## src/rtl/multiport_regfile_pkg.sv

```systemverilog
// rtl/multiport_regfile_pkg.sv - shared decode/issue constants for the multi-port register file
package multiport_regfile_pkg;

  localparam int DEF_REG_NUM_BITWIDTH = 5;
  localparam int DEF_WORD_BITWIDTH    = 32;
  localparam int DEF_READ_PORTS       = 2;
  localparam int DEF_WRITE_PORTS      = 2;
  localparam int DEF_PEND_BITS        = 2;

  localparam int NUM_REGS = 2 ** DEF_REG_NUM_BITWIDTH;
  localparam int ZERO_REG = 0;
  localparam int PEND_MAX = 2 ** DEF_PEND_BITS - 1;

endpackage

```

## src/rtl/multiport_regfile_scoreboard.sv

```systemverilog
// rtl/multiport_regfile_scoreboard.sv - per-register pending-write counters, issue_ready, read_busy, sb_error
// REGFILE_BYPASS_EN: a same-cycle write that retires the last pending entry hides read_busy.
module regfile_scoreboard
  import multiport_regfile_pkg::*;
#(
  parameter int REG_NUM_BITWIDTH = DEF_REG_NUM_BITWIDTH,
  parameter int READ_PORTS       = DEF_READ_PORTS,
  parameter int WRITE_PORTS      = DEF_WRITE_PORTS,
  parameter int PEND_BITS        = DEF_PEND_BITS
) (
  input  logic                                  clk,
  input  logic                                  rst,
  input  logic [READ_PORTS*REG_NUM_BITWIDTH-1:0]  regToRead,
  input  logic [WRITE_PORTS-1:0]                 doRegWrite,
  input  logic [WRITE_PORTS*REG_NUM_BITWIDTH-1:0] regToWrite,
  input  logic                                  issue_en,
  input  logic [REG_NUM_BITWIDTH-1:0]            issue_reg,
  output logic                                  issue_ready,
  output logic [READ_PORTS-1:0]                  read_busy,
  output logic                                  sb_error
);

  localparam int RNB   = REG_NUM_BITWIDTH;
  localparam int NREGS = 2 ** RNB;
  localparam logic [RNB-1:0]       ZERO_IDX = RNB'(ZERO_REG);
  localparam logic [PEND_BITS-1:0] CNT_MAX  = '1;
  localparam logic [PEND_BITS-1:0] CNT_ONE  = PEND_BITS'(1);

  logic [PEND_BITS-1:0] cnt [NREGS];
  logic [NREGS-1:0]     write_hit;
  logic [NREGS-1:0]     issue_hit;
  logic                 collision;
  logic                 underflow;

  assign issue_ready = (issue_reg == ZERO_IDX) || (cnt[issue_reg] != CNT_MAX);

  // Collapse all write ports into one hit per register; a repeat hit is a collision.
  always_comb begin
    write_hit = '0;
    collision = 1'b0;
    for (int w = 0; w < WRITE_PORTS; w++) begin
      if (doRegWrite[w] && regToWrite[w*RNB +: RNB] != ZERO_IDX) begin
        if (write_hit[regToWrite[w*RNB +: RNB]]) collision = 1'b1;
        write_hit[regToWrite[w*RNB +: RNB]] = 1'b1;
      end
    end
  end

  always_comb begin
    issue_hit = '0;
    if (issue_en && issue_ready && issue_reg != ZERO_IDX) issue_hit[issue_reg] = 1'b1;
  end

  always_comb begin
    underflow = 1'b0;
    for (int r = 0; r < NREGS; r++) begin
      if (write_hit[r] && !issue_hit[r] && cnt[r] == '0) underflow = 1'b1;
    end
  end

  always_ff @(posedge clk or posedge rst) begin
    if (rst) begin
      for (int r = 0; r < NREGS; r++) cnt[r] <= '0;
      sb_error <= 1'b0;
    end else begin
      for (int r = 0; r < NREGS; r++) begin
        if (issue_hit[r] && !write_hit[r])
          cnt[r] <= cnt[r] + CNT_ONE;
        else if (write_hit[r] && !issue_hit[r] && cnt[r] != '0)
          cnt[r] <= cnt[r] - CNT_ONE;
      end
      if (underflow || collision) sb_error <= 1'b1;
    end
  end

  always_comb begin
    read_busy = '0;
    for (int p = 0; p < READ_PORTS; p++) begin
      read_busy[p] = (cnt[regToRead[p*RNB +: RNB]] != '0);
`ifdef REGFILE_BYPASS_EN
      if (write_hit[regToRead[p*RNB +: RNB]] && cnt[regToRead[p*RNB +: RNB]] == CNT_ONE)
        read_busy[p] = 1'b0;
`endif
    end
  end

endmodule

```

## src/rtl/multiport_regfile.sv

```systemverilog
// rtl/multiport_regfile.sv - multi-port integer register file with write-pending scoreboard
// REGFILE_BYPASS_EN: forward same-cycle write data to read_data.
module multiport_regfile
  import multiport_regfile_pkg::*;
#(
  parameter int REG_NUM_BITWIDTH = DEF_REG_NUM_BITWIDTH,
  parameter int WORD_BITWIDTH    = DEF_WORD_BITWIDTH,
  parameter int READ_PORTS       = DEF_READ_PORTS,
  parameter int WRITE_PORTS      = DEF_WRITE_PORTS,
  parameter int PEND_BITS        = DEF_PEND_BITS
) (
  input  logic                                    clk,
  input  logic                                    rst,
  input  logic [READ_PORTS*REG_NUM_BITWIDTH-1:0]  regToRead,
  output logic [READ_PORTS*WORD_BITWIDTH-1:0]     read_data,
  output logic [READ_PORTS-1:0]                   read_busy,
  input  logic [WRITE_PORTS-1:0]                  doRegWrite,
  input  logic [WRITE_PORTS*REG_NUM_BITWIDTH-1:0] regToWrite,
  input  logic [WRITE_PORTS*WORD_BITWIDTH-1:0]    write_data,
  input  logic                                    issue_en,
  input  logic [REG_NUM_BITWIDTH-1:0]             issue_reg,
  output logic                                    issue_ready,
  output logic                                    sb_error
);

  localparam int RNB   = REG_NUM_BITWIDTH;
  localparam int W     = WORD_BITWIDTH;
  localparam int NREGS = 2 ** RNB;
  localparam logic [RNB-1:0] ZERO_IDX = RNB'(ZERO_REG);

  logic [W-1:0] mem [NREGS];

  // Ports are visited in ascending order so the highest enabled port wins a collision.
  always_ff @(posedge clk or posedge rst) begin
    if (rst) begin
      for (int r = 0; r < NREGS; r++) mem[r] <= '0;
    end else begin
      for (int w = 0; w < WRITE_PORTS; w++) begin
        if (doRegWrite[w] && regToWrite[w*RNB +: RNB] != ZERO_IDX)
          mem[regToWrite[w*RNB +: RNB]] <= write_data[w*W +: W];
      end
    end
  end

  always_comb begin
    read_data = '0;
    for (int p = 0; p < READ_PORTS; p++) begin
      if (regToRead[p*RNB +: RNB] != ZERO_IDX)
        read_data[p*W +: W] = mem[regToRead[p*RNB +: RNB]];
`ifdef REGFILE_BYPASS_EN
      for (int w = 0; w < WRITE_PORTS; w++) begin
        if (doRegWrite[w] && regToRead[p*RNB +: RNB] != ZERO_IDX &&
            regToWrite[w*RNB +: RNB] == regToRead[p*RNB +: RNB])
          read_data[p*W +: W] = write_data[w*W +: W];
      end
`endif
    end
  end

  regfile_scoreboard #(
    .REG_NUM_BITWIDTH(REG_NUM_BITWIDTH),
    .READ_PORTS      (READ_PORTS),
    .WRITE_PORTS     (WRITE_PORTS),
    .PEND_BITS       (PEND_BITS)
  ) u_scoreboard (
    .clk        (clk),
    .rst        (rst),
    .regToRead  (regToRead),
    .doRegWrite (doRegWrite),
    .regToWrite (regToWrite),
    .issue_en   (issue_en),
    .issue_reg  (issue_reg),
    .issue_ready(issue_ready),
    .read_busy  (read_busy),
    .sb_error   (sb_error)
  );

endmodule

```

## config.mk

```make
export PLATFORM = sky130hd
export DESIGN_NAME = multiport_regfile
export DESIGN_NICKNAME = d
export VERILOG_FILES = /design/src/rtl/multiport_regfile_pkg.sv /design/src/rtl/multiport_regfile_scoreboard.sv /design/src/rtl/multiport_regfile.sv
export SDC_FILE = /design/constraint.sdc
export NUM_CORES = 2
export LEC_CHECK = 0
export CORE_UTILIZATION = 30
export CTS_CLUSTER_DIAMETER = 120
export DETAILED_ROUTE_END_ITERATION = 10
export GPL_ROUTABILITY_DRIVEN = 0
export SETUP_SLACK_MARGIN = 0.15
export SKIP_CTS_REPAIR_TIMING = 1
export SLEW_MARGIN = 20
export SYNTH_ARGS = -nofsm -noshare
export SYNTH_HDL_FRONTEND = slang
export SYNTH_SLANG_ARGS = --single-unit
```

## constraint.sdc

```tcl
create_clock -name clk -period 72 [get_ports clk]
set_clock_uncertainty 0.2 [all_clocks]
set_input_delay 18 -clock clk [delete_from_list [all_inputs] [get_ports clk]]
set_output_delay 18 -clock clk [all_outputs]
set_load 0.005 [all_outputs]
```

==> key figures <==
Run status
  • Outcome: complete, but fails checks
  • Failing checks: DRC

Detailed routing
  • Vias per cell: between 5 and 6
  • DRT Wirelength: approximately 260 mm
  • WL/cell: 28.8 um
  • Post-route DRC: 52
  • Vias: approximately 54000
  • DRT iter0 DRCs: about 7400
  • Post-route ant nets: 0
  • Pre-antenna DRT Iters: 11

Critical path
  • CP top delay family: buffers and inverters
  • Buf+Inv Stages, Crit Path: 4
  • Slowest CP cell: buf_4
  • Crit path required time: 53.80 ns
  • Delay of the slowest critical-path stage: ~0.85 ns
  • Crit path DAT: 22.69 ns
  • Crit-path cells: buf_8 -> buf_4 -> buf_4 -> mux4_2 -> mux4_2 -> mux2i_1 -> nor2_1 -> clkdlybuf4s50_1
  • Crit-path max FO: 67
  • CP endpoint kind: primary output
  • Critical Path Start Type: input port
  • CP Class: input port to primary output

Synth
  • Top post-synthesis cells by count: 1089 x dfrtp_1, 962 x mux2i_1, 894 x nand2_1, 882 x o21ai_0, 664 x mux4_2
  • Yosys Warn Count: 0
  • Gate Count Post-Synth: roughly 6300
  • Most frequent cell after synthesis: dfrtp_1
  • Register bit total from synthesis: about 1100
  • Top_reg_cell synth: dfrtp_1
  • Synth top area share: 40.1%
  • Syn_nets: 6433
  • Syn avg cell area: ~11 um^2
  • Post-synth cell types: just under 60
  • Top post-synthesis cells by area: dfrtp_1 40%, mux4_2 22%, mux2i_1 14%
  • Sequential share of the synthesized area: between 40% and 50%
  • Ys async rst share: 100%
  • Post-synth EDFFs: 0
  • Synth Cell Area: 67900 um^2
  • Synth area leader: dfrtp_1

Floorplanning
  • Site Rows: about 170
  • Die Footprint: approximately 230000 um^2
  • Core ar.: between 200000 and 250000 um^2
  • Die Y: roughly 480 um
  • Starting Density: 30.2%
  • # IOs: between 150 and 200
  • Die width: 478 um

Clock network
  • Htree depth: 3
  • CTS tree: done
  • Clock sink total: between 1000 and 1500
  • Clock transition at the registers of the reported paths: about 0.060 ns
  • Root Buffer: clkbuf_16
  • Number of buffers created by CTS: roughly 110
  • Clk_lat worst skew: between 0.7 and 0.8 ns
  • CTS max path bufs: 3

Pwr
  • Total power: roughly 2.1 mW
  • Leak pwr: between 30 and 40 nW
  • Worst vdd ir: approximately 0.020 mV
  • Pwr/cell area: between 20 and 30 nW/um^2

Global routing
  • First-pass GRT wire length: 380 mm
  • GRT overflow: 0
  • Largest net degree at the start of global routing: roughly 160
  • Vias in the first global route: around 53000
  • Total track usage: 22.7%
  • Antenna violations before repair: 24

Final layout
  • Finished Cell Area: 76100 um^2
  • Multi-input logic area: roughly 38000 um^2
  • Seq. cell area: 27300 um^2
  • Area Overhead vs Synth: 12.1%
  • Layout cells sized above 1: between 10% and 20%
  • Fillers: 22100
  • Layout Nets: 6128
  • Fin util: 33.8%

Placement
  • DP Wirelength: between 100 and 150 mm
  • PortBufs: roughly 160
  • Cell Area, Placed: slightly above 70000 um^2

STA
  • Final period util: a little under three fifths
  • Fin crit period: slightly above 40 ns
  • Worst relative slew slack: about a fifth
  • Final setup vio count: 0
  • Worst slew pin tran: roughly 1.2 ns
  • Total negative slack: 0 ns
  • Final Max Slew Viols: 0
  • Fin. Hold Viols: 0
  • RSZ-0062 raised after global routing: no
  • Fmax: approximately 24 MHz

Hold path
  • Hold crit path type: flop to flop

Flow run
  • Max-cap violations: 0
==> cells in the final DEF (no fill, tap or decap), drive strengths merged, types with 6 or more instances in the layout <==
cell / netlist / routed
a211oi: 54 / 54
a21oi: 306 / 306
a22oi: 7 / 7
a31oi: 22 / 22
and2: 9 / 9
and3: 9 / 9
buf: 146 / 187
bufinv: 0 / 12
clkbuf: 601 / 160
clkdlybuf4s50: 0 / 141
clkinv: 0 / 31
dfrtp: 1089 / 1089
diode: 0 / 13
inv: 37 / 40
mux2i: 962 / 962
mux4: 664 / 664
nand2: 896 / 896
nand3: 20 / 20
nand4: 6 / 6
nor2: 483 / 483
nor2b: 14 / 14
nor3: 12 / 12
nor3b: 6 / 6
nor4: 16 / 16
o21a: 26 / 26
o21ai: 883 / 883
o22a: 6 / 6
o22ai: 6 / 6
==> per-stage QoR <==
step	hold WS (ns)	cells	setup slack [ns]
finish	0.195	9134	31.11
global route	0.207	9131	30.80
CTS	0.197	9121	31.06
detailed placement	0.183	8912	31.06
global placement	0.176	8910	31.06
floorplan	0.241	6339	23.14
==> registers in the layout, summed over array words and instances, names as in the netlist <==
register / cells
u_scoreboard.sb_error: 1
u_scoreboard.cnt: 64
mem: 1024
==> per-layer routing <==
layer	up-vias	track usage [%]	wire, um
li1	22500	-	-
met1	27300	30.3	101000
met2	3425	34.4	118000
met3	731	5.58	30000
met4	8	11.0	13500
met5	-	0	51
==> final cells by class <==
type / instances / area share, %
multi-input combinational: 4466 / 50.1
tap: 2992 / 4.92
clock buffer: 160 / 4.32
antenna: 13 / 0.0427
clock inverter: 49 / 0.804
timing repair buffer: 328 / 3.82
inverter: 37 / 0.192
sequential: 1089 / 35.8
==> cells by family after synthesis <==
logic type / count (synthesis) / share of synthesized area (%)
muxes: 1626 / 36.2
buffers and inverters: 784 / 4.40
and+or+nand+nor: 1500 / 8.77
xor gates and xnor gates: 4 / 0.0516
DFF: 1089 / 40.1
AOI/OAI and AO/OA: 1336 / 10.4
==> worst reg2reg max path, cell delays in order, from the launching register on <==
cell	delay, ns
dfrtp_1	0.43
mux4_2	0.54
a222oi_1	0.42
nand3_1	0.19
nand2_2	0.51
nand2_1	0.57
o221ai_1	0.42
nand4_1	0.16
or4_1	0.53
==> where the power goes <==
group	switching [mW]	internal [mW]	total [mW]
Clock	0.273	0.360	0.633
Sequential	0.123	0.766	0.889
Combinational	0.235	0.294	0.529
==> worst paths after layout <==
| path | start | endpoint | slack (ns) | cells after the start |
|---|---|---|---|---|
| max in group asynchronous | rst | mem[374] | 50.02 | 6 |
| hold reg to reg | mem[1019] | mem[1019] | 0.20 | 0 |
| min in group asynchronous | rst | u_scoreboard.cnt[47] | 17.65 | 2 |
| hold / removal | mem[1019] | mem[1019] | 0.20 | 0 |
| setup / recovery | regToRead[0] | read_data[9] | 31.11 | 8 |
| setup reg to reg | u_scoreboard.cnt[9] | u_scoreboard.sb_error | 67.92 | 8 |
(Power assumes the default switching activity.)
